<file path="src/rtl/usb2_rx_pkg.sv">
// -----------------------------------------------------------------------------
// usb2_rx_pkg
// Shared definitions for the USB 2.0 HS receive path (and the TX bit stuffer,
// which imports USB_STUFF_LEN so both directions agree on the run length).
//
// Contents:
//   rx_state_e     : bit-unstuffer state (IDLE, ACTIVE, DROP, ERR)
//   USB_STUFF_LEN  : number of consecutive 1s after which a 0 is stuffed
// -----------------------------------------------------------------------------
package usb2_rx_pkg;

    typedef enum logic [1:0] {
        IDLE   = 2'd0,  // waiting for rx_active
        ACTIVE = 2'd1,  // passing bits, counting the current run of 1s
        DROP   = 2'd2,  // run complete, next valid bit must be a stuffed 0
        ERR    = 2'd3   // violation seen, rest of packet discarded
    } rx_state_e;

    localparam int USB_STUFF_LEN = 6;

endpackage

</file>
<file path="src/rtl/bit_unstuffer_if.sv">
// -----------------------------------------------------------------------------
// bit_unstuffer_if
// Bit-stream bundle between the NRZI decoder, the bit unstuffer and the RX
// byte deserializer.
//
// Signals:
//   rx_active  : packet window from the SYNC detector
//   din        : NRZI-decoded bit
//   din_valid  : din qualifier (no backpressure)
//   dout       : unstuffed bit
//   dout_valid : dout qualifier
//   dout_end   : one-cycle packet-end pulse
//   stuffed    : one-cycle pulse when a stuffed 0 is dropped
//   stuff_err  : one-cycle pulse on a stuff violation
//   eop_det    : one-cycle HS EOP pulse (only with BIT_UNSTUFFER_HS_EOP_EN)
//
// Modports:
//   master : upstream side, drives the input stream and observes the results
//   slave  : the unstuffer itself
//
// Build option: BIT_UNSTUFFER_HS_EOP_EN adds eop_det.
// -----------------------------------------------------------------------------
interface bit_unstuffer_if;

    logic rx_active;
    logic din;
    logic din_valid;
    logic dout;
    logic dout_valid;
    logic dout_end;
    logic stuffed;
    logic stuff_err;
`ifdef BIT_UNSTUFFER_HS_EOP_EN
    logic eop_det;

    modport master (
        output rx_active, din, din_valid,
        input  dout, dout_valid, dout_end, stuffed, stuff_err, eop_det
    );

    modport slave (
        input  rx_active, din, din_valid,
        output dout, dout_valid, dout_end, stuffed, stuff_err, eop_det
    );
`else
    modport master (
        output rx_active, din, din_valid,
        input  dout, dout_valid, dout_end, stuffed, stuff_err
    );

    modport slave (
        input  rx_active, din, din_valid,
        output dout, dout_valid, dout_end, stuffed, stuff_err
    );
`endif

endinterface

</file>
<file path="src/rtl/bit_unstuffer.sv">
// -----------------------------------------------------------------------------
// bit_unstuffer
// HS receive-path block: removes the 0 stuffed after every run of STUFF_LEN
// consecutive 1s, flags stuff violations and marks packet end. One bit per
// clock at most; all outputs registered, din -> dout latency is one cycle.
//
// Ports:
//   clk  : 480 MHz bit clock
//   rst  : synchronous reset, active-high
//   bus  : bit_unstuffer_if.slave (rx_active/din/din_valid in,
//          dout/dout_valid/dout_end/stuffed/stuff_err[/eop_det] out)
//
// Parameters:
//   STUFF_LEN : 1-run length after which one 0 is expected and dropped (2..15)
//
// Build option:
//   BIT_UNSTUFFER_HS_EOP_EN : a violation in DROP is an HS EOP and pulses
//                             eop_det instead of stuff_err.
// -----------------------------------------------------------------------------
module bit_unstuffer
    import usb2_rx_pkg::*;
#(
    parameter int STUFF_LEN = USB_STUFF_LEN
) (
    input  logic            clk,
    input  logic            rst,
    bit_unstuffer_if.slave  bus
);

    localparam int              CNT_W     = $clog2(STUFF_LEN + 1);
    localparam logic [CNT_W-1:0] STUFF_MAX = CNT_W'(STUFF_LEN);

    rx_state_e        state_q,      state_d;
    logic [CNT_W-1:0] ones_cnt_q,   ones_cnt_d;
    logic [CNT_W-1:0] ones_cnt_inc;
    logic             dout_q,       dout_d;
    logic             dout_valid_q, dout_valid_d;
    logic             dout_end_q,   dout_end_d;
    logic             stuffed_q,    stuffed_d;
    logic             stuff_err_q,  stuff_err_d;
`ifdef BIT_UNSTUFFER_HS_EOP_EN
    logic             eop_det_q,    eop_det_d;
`endif

    // Saturating increment: the counter parks at STUFF_MAX instead of wrapping.
    assign ones_cnt_inc = (ones_cnt_q == STUFF_MAX) ? ones_cnt_q
                                                    : ones_cnt_q + CNT_W'(1);

    // NOTE: every signal written here gets a default first, so no path leaves
    // a value held and no latch is inferred.
    always_comb begin
        state_d      = state_q;
        ones_cnt_d   = ones_cnt_q;
        dout_d       = 1'b0;
        dout_valid_d = 1'b0;
        dout_end_d   = 1'b0;
        stuffed_d    = 1'b0;
        stuff_err_d  = 1'b0;
`ifdef BIT_UNSTUFFER_HS_EOP_EN
        eop_det_d    = 1'b0;
`endif

        // rx_active is high on entry to every non-IDLE state, so a low level
        // here is the falling edge. It overrides any din_valid in the cycle,
        // and a pending stuffed 0 in DROP is simply no longer expected.
        if (state_q != IDLE && !bus.rx_active) begin
            state_d    = IDLE;
            ones_cnt_d = '0;
            dout_end_d = 1'b1;
        end else begin
            unique case (state_q)
                IDLE: begin
                    if (bus.rx_active) begin
                        state_d    = ACTIVE;
                        ones_cnt_d = '0;
                    end
                end

                ACTIVE: begin
                    if (bus.din_valid) begin
                        dout_d       = bus.din;
                        dout_valid_d = 1'b1;
                        if (bus.din) begin
                            ones_cnt_d = ones_cnt_inc;
                            if (ones_cnt_inc == STUFF_MAX) begin
                                state_d = DROP;
                            end
                        end else begin
                            ones_cnt_d = '0;
                        end
                    end
                end

                DROP: begin
                    if (bus.din_valid) begin
                        if (!bus.din) begin
                            stuffed_d  = 1'b1;
                            ones_cnt_d = '0;
                            state_d    = ACTIVE;
                        end else begin
`ifdef BIT_UNSTUFFER_HS_EOP_EN
                            eop_det_d   = 1'b1;
`else
                            stuff_err_d = 1'b1;
`endif
                            state_d     = ERR;
                        end
                    end
                end

                ERR: begin
                    // Discard everything until rx_active falls.
                end

                default: begin
                    state_d    = IDLE;
                    ones_cnt_d = '0;
                end
            endcase
        end
    end

    // NOTE: sequential state uses non-blocking assignments so every flop
    // samples the pre-edge value of every other flop.
    always_ff @(posedge clk) begin
        if (rst) begin
            state_q      <= IDLE;
            ones_cnt_q   <= '0;
            dout_q       <= 1'b0;
            dout_valid_q <= 1'b0;
            dout_end_q   <= 1'b0;
            stuffed_q    <= 1'b0;
            stuff_err_q  <= 1'b0;
`ifdef BIT_UNSTUFFER_HS_EOP_EN
            eop_det_q    <= 1'b0;
`endif
        end else begin
            state_q      <= state_d;
            ones_cnt_q   <= ones_cnt_d;
            dout_q       <= dout_d;
            dout_valid_q <= dout_valid_d;
            dout_end_q   <= dout_end_d;
            stuffed_q    <= stuffed_d;
            stuff_err_q  <= stuff_err_d;
`ifdef BIT_UNSTUFFER_HS_EOP_EN
            eop_det_q    <= eop_det_d;
`endif
        end
    end

    assign bus.dout       = dout_q;
    assign bus.dout_valid = dout_valid_q;
    assign bus.dout_end   = dout_end_q;
    assign bus.stuffed    = stuffed_q;
    assign bus.stuff_err  = stuff_err_q;
`ifdef BIT_UNSTUFFER_HS_EOP_EN
    assign bus.eop_det    = eop_det_q;
`endif

endmodule

</file>
<file path="src/flat_wrapper.sv">
// flat-port wrapper written by rule: the top's interface ports become plain ports
module bit_unstuffer_flat import usb2_rx_pkg::*;
#(
    parameter int STUFF_LEN = USB_STUFF_LEN
)
  (clk, rst, bus_rx_active, bus_din, bus_din_valid, bus_dout, bus_dout_valid, bus_dout_end, bus_stuffed, bus_stuff_err);
  bit_unstuffer_if bus_i ();
  input  logic clk;
  input  logic rst;
  input wire logic [$bits(bus_i.rx_active)-1:0] bus_rx_active;
  input wire logic [$bits(bus_i.din)-1:0] bus_din;
  input wire logic [$bits(bus_i.din_valid)-1:0] bus_din_valid;
  output wire logic [$bits(bus_i.dout)-1:0] bus_dout;
  output wire logic [$bits(bus_i.dout_valid)-1:0] bus_dout_valid;
  output wire logic [$bits(bus_i.dout_end)-1:0] bus_dout_end;
  output wire logic [$bits(bus_i.stuffed)-1:0] bus_stuffed;
  output wire logic [$bits(bus_i.stuff_err)-1:0] bus_stuff_err;
  assign bus_i.rx_active = bus_rx_active;
  assign bus_i.din = bus_din;
  assign bus_i.din_valid = bus_din_valid;
  assign bus_dout = bus_i.dout;
  assign bus_dout_valid = bus_i.dout_valid;
  assign bus_dout_end = bus_i.dout_end;
  assign bus_stuffed = bus_i.stuffed;
  assign bus_stuff_err = bus_i.stuff_err;
  bit_unstuffer #(.STUFF_LEN(STUFF_LEN)) u_core (.clk(clk), .rst(rst), .bus(bus_i));
endmodule
</file>
<file path="config.mk">
export PLATFORM = sky130hd
export DESIGN_NAME = bit_unstuffer_flat
export DESIGN_NICKNAME = d
export VERILOG_FILES = /design/src/rtl/usb2_rx_pkg.sv /design/src/rtl/bit_unstuffer_if.sv /design/src/rtl/bit_unstuffer.sv /design/src/flat_wrapper.sv
export SDC_FILE = /design/constraint.sdc
export NUM_CORES = 1
export LEC_CHECK = 0
export ABC_AREA = 1
export CORE_AREA = 2 2 39 41
export DETAILED_ROUTE_END_ITERATION = 10
export DIE_AREA = 0 0 41 43
export PLACE_DENSITY = 0.67
export SLEW_MARGIN = 20
export SYNTH_ARGS = -nofsm -noshare
export SYNTH_HDL_FRONTEND = slang
export SYNTH_SLANG_ARGS = --single-unit
</file>
<file path="constraint.sdc">
create_clock -name clk -period 2.15 [get_ports clk]
set_clock_uncertainty 0.1 [all_clocks]
set_input_delay 0.3225 -clock clk [delete_from_list [all_inputs] [get_ports clk]]
set_output_delay 0.3225 -clock clk [all_outputs]
set_load 0.02 [all_outputs]
</file>
# Word level (Yosys, flattened, before mapping)
# Index checks and enable logic that the tools add are counted.
[totals]
output_inout_bits = 5
input_bits = 5
regBits = 10
wordCells = 50
[classes]
muxes = 18
n_reduce_logical = 11
bitwise_logic = 3
n_eq_ne = 10
add_sub_neg = 1
[ops]
columns = ["cell", "n"]
rows = [
  ["3-bit two-way mux", 6],
  ["2-bit two-way mux", 6],
  ["2-bit != test (second input constant)", 5],
  ["3-bit case mux with 3 select lines", 1],
  ["4-bit OR reduction", 2],
  ["3-bit equality test (second input constant)", 2],
  ["2-bit case mux with 3 select lines", 1],
  ["6-bit AND reduction", 1],
  ["5-bit AND reduction", 1],
  ["1-bit two-way mux", 4],
  ["3-bit by 1-bit adder with 3-bit output (second input constant)", 1],
  ["1-bit inverter", 3],
  ["3-bit nonzero test", 1],
  ["3-bit OR reduction", 1],
  ["2-bit by 1-bit equality test with 1-bit output (second input constant)", 1],
  ["2-bit equality test (second input constant)", 1],
  ["2-bit zero test", 1],
  ["2-bit by 1-bit != test with 1-bit output (second input constant)", 1],
  ["2-bit nonzero test", 1],
  ["2-bit OR reduction", 1],
  ["1-bit logical AND", 1],
  ["1-bit zero test", 1],
]

# Logic depth before layout (Yosys ltp)
# Gate-level depths: netlist (run 1).
[depth]
word_depth = 7
ltp_mapped = 10
ltp_nobuf = 10

# Worst setup path after synthesis (run 1)
# OpenSTA, ideal clock, no wires.
[synth_path]
path_kind = "reg-to-reg"
from = "register u_core.state_q[1]"
to = "register u_core.state_q[0]"
synth_period_minus_slack_ns = 1.407
setup_ns = 0.115
path_stages_with_launch = 9
t_arrival_ns = 1.192
slack_ns = 0.743
n_path_buf = 0
t_required_ns = 1.935
path_cell_list = "dfxtp_1 > inv_1 > ha_1 > o21ai_2 > nand2_1 > nor2_2 > nand3_1 > nand2_1 > nor2_1"
[synth_via]
elab_chain_cells = 3
word_cells_on_any_way = 14
classes_between = "7 x eq/ne; 1 x mux; 6 x reduce/logical"
[synth_lines]
columns = ["element", "line_no", "rtl"]
rows = [
  ["start: declaration", "bit_unstuffer.sv:33", "rx_state_e state_q, state_d;"],
  ["start signal: assignment", "bit_unstuffer.sv:138", "state_q <= state_d;"],
  ["2-bit by 1-bit equality test with 1-bit output, or another cell as far along", "bit_unstuffer.sv:71", "unique case (state_q)"],
  ["2-bit by 1-bit != test with 1-bit output (no source line), or another cell as far along", "n/a", ""],
  ["6-bit AND reduction (no source line) or 2-bit OR reduction (tied branches)", "n/a", ""],
]
# Several ways; a longest one is shown, not always the timed one.
# A chain may end at the register's enable or synchronous reset.

# Worst setup path in the final report (run 1)
[layout_path]
from = "register u_core.state_q[1]"
to = "register u_core.state_q[1]"
# The elaborated chain is that of the path after synthesis.

==> flow_summary.json, run 1 <==
{
  "io_buffers": 9,
  "cts_resized": 0,
  "cts_buffers": 3,
  "slew_viol_final": 0,
  "crit_slowest_cell": "dfxtp_1",
  "antenna_found_initial": 0,
  "die_x_um": 41,
  "worstPathCellList": "inv_1 -> ha_1 -> o21ai_2 -> nand2_1 -> nor2_2 -> nand3_1 -> nand2_1 -> nor2_1",
  "timing.fmax_ghz": 0.629,
  "drt_wl_total_um": 1030,
  "power_density_nw_per_um2": 1010,
  "fill_cells": 135,
  "synthDistinctLibCells": 16,
  "vias": 527,
  "core-area_um2": 1380,
  "final_common_cell": "nand2_1",
  "seq_area_frac_synth_pct": 35.0,
  "cts_sinks": 10,
  "ant_nets": 0,
  "holdBufCountCts": 0,
  "place.gp.congestion": 0.796,
  "cp_max_fo": 5,
  "cp-end-kind": "register",
  "tightestPinTransition_ns": 0.275,
  "seq_area_um2": 200,
  "nets": 103,
  "max_slew_margin_pct": 81.7,
  "dieArea_um2": 1760,
  "setup_violations": 0,
  "fin_crit_sh_pct": 74.0,
  "syn_avg_cell_area_um2": 7.43,
  "drv_cap": 0,
  "initial_core_util_pct": 41.3,
  "dp_hpwl_um": 834,
  "insertedDiodeCount": 0,
  "critical_path_class": "reg -> reg",
  "drc": 0,
  "clockBufferDepth": 2,
  "period_needed_ns": 1.59,
  "reg2regPathDepth": 8,
  "cts_root_buffer": "clkbuf_4",
  "cp.arrival_ns": 1.64,
  "clk_latency_ns": 0.26,
  "ys_ff_latch": 10,
  "timing.hold.ws_ns": 0.426,
  "syn_to_final_growth_pct": 23.2,
  "htreeDepth": 1,
  "ys_warn_count": 0,
  "vdd_ir_drop_max_mv": 0.478,
  "leakagePower_nw": 0.312,
  "syn_inst": 77,
  "synthesis.nets": 89,
  "multi_input_area_um2": 330,
  "path_common_cell": "nand2_1",
  "grt_overflow_total": 0,
  "wire_per_inst_um": 9.82,
  "rsz0062_at_grt": "false",
  "hold_viol": 0,
  "grt_pass1_wl_um": 1790,
  "cts_setup_buffers": 0,
  "io_pins": 10,
  "min_path_type": "reg -> reg",
  "dieHeight_um": 43,
  "grt_pass1_vias": 489,
  "worstHoldPathCells": 2,
  "syn_area_um2": 572,
  "drt_iter0_drc": 16,
  "status": "finished clean",
  "cp-start-kind": "register",
  "vias_per_cell": 5.02,
  "rrSetupSlack_ns": 0.56,
  "crit_required_ns": 2.20,
  "dr.pass1.iters": 4,
  "drive_above_1_share_pct": 14.6,
  "cts.reportedPaths.clkPinSlew_ns": 0.06,
  "cts_tree": "done",
  "grt_max_degree": 7,
  "rows": 14,
  "grtUsageTotal_pct": 14.6,
  "finalSetupTns_ns": 0,
  "cpPeakStageDelay_ns": 0.39,
  "p_total_mw": 0.711,
  "layout_common_cells": "13 x nand2_1, 10 x inv_1, 10 x dfxtp_1"
}
final timing paths:
| check | from | end |
|---|---|---|
| worst max-delay path | u_core.state_q[1]$_SDFFE_PP0P_ | u_core.state_q[1]$_SDFFE_PP0P_ |
| worst min-delay path | u_core.ones_cnt_q[0]$_SDFFE_PP0P_ | u_core.ones_cnt_q[0]$_SDFFE_PP0P_ |
| worst max register to register | u_core.state_q[1]$_SDFFE_PP0P_ | u_core.state_q[1]$_SDFFE_PP0P_ |
| worst min register to register | u_core.ones_cnt_q[0]$_SDFFE_PP0P_ | u_core.ones_cnt_q[0]$_SDFFE_PP0P_ |
layout make-up:
class                   instances  share of cell area (%)
flip-flops and latches         10                    28.4
multi-input cells              56                    46.9
repair buffers                  9                    12.8
well taps                      16                    2.84
inverters                      11                    5.86
clock buffers                   3                    3.20
cell usage after synthesis:
library cell  number  share of area (%)
a21oi_1            4                3.5
dfxtp_1           10                 35
ha_1               7                 15
inv_1             10                6.6
inv_2              1               0.66
nand2_1           13                8.5
nand2_2            3                3.3
nand3_1            6                5.3
nand3_2            1                1.8
nand4_2            1                2.2
nor2_1             9                5.9
nor2_2             3                3.3
nor3_1             4                3.5
nor4_1             1                1.1
o21ai_1            3                2.6
o21ai_2            1                1.5
through the flow:
| stage | setup slack, ns | std cells | utilization, % | cell area, um^2 |
|---|---|---|---|---|
| after floorplan | 0.743 | 77 | - | 572 |
| after global placement | 0.533 | 102 | 49.3 | 682 |
| after detailed placement | 0.515 | 102 | 49.3 | 682 |
| after CTS | 0.557 | 105 | 50.9 | 704 |
| after global routing | 0.457 | 105 | 50.9 | 704 |
| final | 0.560 | 105 | 50.9 | 704 |
routing by layer:
metal | part of all wire (%) | GRT usage [%] | vias to the layer above
li1 | - | - | 272
met1 | 47 | 17.1 | 236
met2 | 47 | 23.1 | 15
met3 | 4.0 | 4.71 | 4
met4 | 2.2 | 6.00 | 0
met5 | 0 | 0 | -
registers in the layout (all words and copies together), names as in the netlist:
name / flops
u_core.ones_cnt_q: 3
u_core.bus.stuffed: 1
u_core.bus.dout_end: 1
u_core.bus.dout_valid: 1
u_core.state_q: 2
u_core.bus.dout: 1
u_core.bus.stuff_err: 1
logic make-up after synthesis:
family          after synthesis  share of synthesized area (%)
flops                        10                           35.0
buf+inv                      11                           7.22
compound gates                8                           7.66
fa+ha+maj                     7                           15.3
simple gates                 41                           34.8
power breakdown:
group | total (mW) | internal [mW] | switching, mW
combinational | 0.336 | 0.130 | 0.207
sequential | 0.251 | 0.221 | 0.0304
clock | 0.124 | 0.0645 | 0.0592
total | 0.711 | 0.415 | 0.296
worst max-delay path: cells and delay by family (launching register included):
family | cells | cell delay [ns]
and+or+nand+nor | 5 | 0.45
buffers and inverters | 1 | 0.10
DFF | 1 | 0.39
adders and majority gates | 1 | 0.26
AOI/OAI and AO/OA | 1 | 0.19
Power figures use the tool's default switching activity.
==> run 2, diff against run 1 <==
==> constraint.sdc (replaced) <==
create_clock -name clk -period 1.6 [get_ports clk]
set_clock_uncertainty 0.1 [all_clocks]
set_input_delay 0.24 -clock clk [delete_from_list [all_inputs] [get_ports clk]]
set_output_delay 0.24 -clock clk [all_outputs]
set_load 0.02 [all_outputs]
==> flow_summary.json, run 2 (synthesis gave the netlist of run 1 again) <==
{
  "tightestPinTransition_ns": 0.257,
  "rrSetupSlack_ns": 0.11,
  "p_clk_share_pct": 21.9,
  "startpoint": "u_core.bus.stuff_err$_SDFF_PP0_",
  "use_met3_pct": 1.57,
  "grtUsageTotal_pct": 14.4,
  "rows": 14,
  "grt_overflow_total": 0,
  "ant_nets": 0,
  "vias": 514,
  "drc": 0,
  "antenna_found_initial": 0,
  "finalSetupTns_ns": 0,
  "grt_max_degree": 7,
  "seq_area_um2": 203,
  "intPower_mw": 0.644,
  "r2r-end": "u_core.state_q[1]$_SDFFE_PP0P_",
  "cpPeakStageDelay_ns": 0.59,
  "wire_per_inst_um": 10.2,
  "power_density_nw_per_um2": 1440,
  "dieHeight_um": 43,
  "cts_tree": "done",
  "cp.arrival_ns": 1.17,
  "cts_root_buffer": "clkbuf_4",
  "cp-end-kind": "output port",
  "cts_buffers": 3,
  "placed_area_um2": 689,
  "p_comb_share_pct": 46.8,
  "grt_pass1_vias": 459,
  "dp_hpwl_um": 803,
  "initial_core_util_pct": 41.3,
  "clk_latency_ns": 0.27,
  "drt_wl_total_um": 1090,
  "drv_cap": 0,
  "seqPwrFrac_pct": 31.3,
  "drt_iter0_drc": 10,
  "cp_top_family": "buffers and inverters",
  "fin_crit_sh_pct": 94.6,
  "nets": 104,
  "core-area_um2": 1380,
  "holdBufCountCts": 0,
  "status": "finished clean",
  "period_needed_ns": 1.51,
  "final_util_pct": 54.3,
  "cts_sinks": 10,
  "cp-start-kind": "register",
  "vias_per_cell": 4.80,
  "htreeDepth": 1,
  "biggestRegsByFlops": "u_core.ones_cnt_q x3, u_core.state_q x2",
  "place.gp.congestion": 0.792,
  "reg2regPathDepth": 8,
  "grtUsageMet2_pct": 21.6,
  "swShare_pct": 40.5,
  "multi_input_area_um2": 354,
  "leakagePower_nw": 0.326,
  "io_pins": 10,
  "cp_num_buf_inv": 1,
  "p_total_mw": 1.08,
  "busiest_layer": "met2",
  "worstReg2RegStart": "u_core.state_q[0]$_SDFFE_PP0P_",
  "hold_end": "u_core.state_q[1]$_SDFFE_PP0P_",
  "min_path_type": "reg -> reg",
  "vdd_ir_drop_max_mv": 0.462,
  "p_switching_mw": 0.439,
  "worstHoldPathCells": 2,
  "fin_area_um2": 752,
  "io_buffers": 9,
  "clockBufferDepth": 2,
  "syn_to_final_growth_pct": 31.5,
  "slew_viol_final": 0,
  "drive_above_1_share_pct": 22.0,
  "crit_required_ns": 1.26,
  "final_common_cell": "nand2_1",
  "worstHoldStart": "u_core.state_q[1]$_SDFFE_PP0P_",
  "insertedDiodeCount": 0,
  "fill_cells": 126,
  "cts.reportedPaths.clkPinSlew_ns": 0.07,
  "layout_common_cells": "13 x nand2_1, 10 x inv_1, 9 x nor2_1, 9 x clkdlybuf4s50_1, 8 x dfxtp_1",
  "dr.pass1.iters": 5,
  "timing.fmax_ghz": 0.661,
  "rsz0062_at_grt": "false",
  "setup_violations": 0,
  "largest_reg_flops": 3,
  "dieArea_um2": 1760,
  "hold_viol": 0,
  "critical_path_class": "reg -> out",
  "die_x_um": 41,
  "layout_setup_ws_ns": 0.0865,
  "crit_slowest_cell": "clkdlybuf4s50_1",
  "grt_pass1_wl_um": 1800,
  "regMostFlops": "u_core.ones_cnt_q",
  "use_met1_pct": 19.2,
  "worstPathCellList": "clkdlybuf4s50_1",
  "max_slew_margin_pct": 82.8,
  "post-place-ws_ns": 0.0488,
  "cp_max_fo": 1
}
==> run 2: changes by cell type in the layout (fill, tap and decap cells not counted), sizes merged <==
cell	previous run	this run
clkbuf	3	4
buf	0	1
==> run 2: area by class of cell <==
type | instances | share of cell area, %
sequential | 10 | 27.0
tap | 16 | 2.66
timing repair buffer | 10 | 13.0
clock buffer | 4 | 4.83
multi-input combinational | 56 | 47.1
inverter | 11 | 5.49
==> run 2: worst max path at each step <==
| stage | to | slack, ns | depth (start not counted) |
|---|---|---|---|
| 2_1_floorplan | u_core.state_q[0]$_SDFFE_PP0P_ | 0.19 | 8 |
| 3_3_place_gp | u_core.ones_cnt_q[2]$_SDFFE_PP0P_ | 0.07 | 7 |
| 3_5_place_dp | u_core.state_q[1]$_SDFFE_PP0P_ | 0.05 | 8 |
| 4_1_cts | u_core.ones_cnt_q[2]$_SDFFE_PP0P_ | 0.04 | 7 |
| 5_1_grt | u_core.state_q[1]$_SDFFE_PP0P_ | 0.02 | 8 |
| 6_report | bus_stuff_err | 0.09 | 1 |
==> run 2: what timing repair did <==
action	CTS	global route
gates resized for setup	0	7
endpoints found under the setup margin	0	4
buffers inserted	0	0
==> run 2: routing by layer <==
layer / vias to the layer above / share of wire, %
met5: - / 0
met4: 0 / 2.4
met3: 4 / 3.9
met2: 13 / 45
met1: 220 / 48
li1: 277 / -
==> run 2: power groups by stage <==
stage / Combinational (mW) / Sequential, mW / Clock (mW)
floorplan: 0.335 / 0.348 / 0
global placement: 0.455 / 0.341 / 0
detailed placement: 0.457 / 0.342 / 0
CTS: 0.467 / 0.335 / 0.237
global route: 0.573 / 0.346 / 0.247
finish: 0.507 / 0.339 / 0.237
==> run 2: per-stage QoR <==
step	std cells	hold WS (ns)
after floorplan	77	0.211
after global placement	103	0.418
after detailed placement	103	0.422
after CTS	107	0.434
after global routing	107	0.458
final	107	0.429
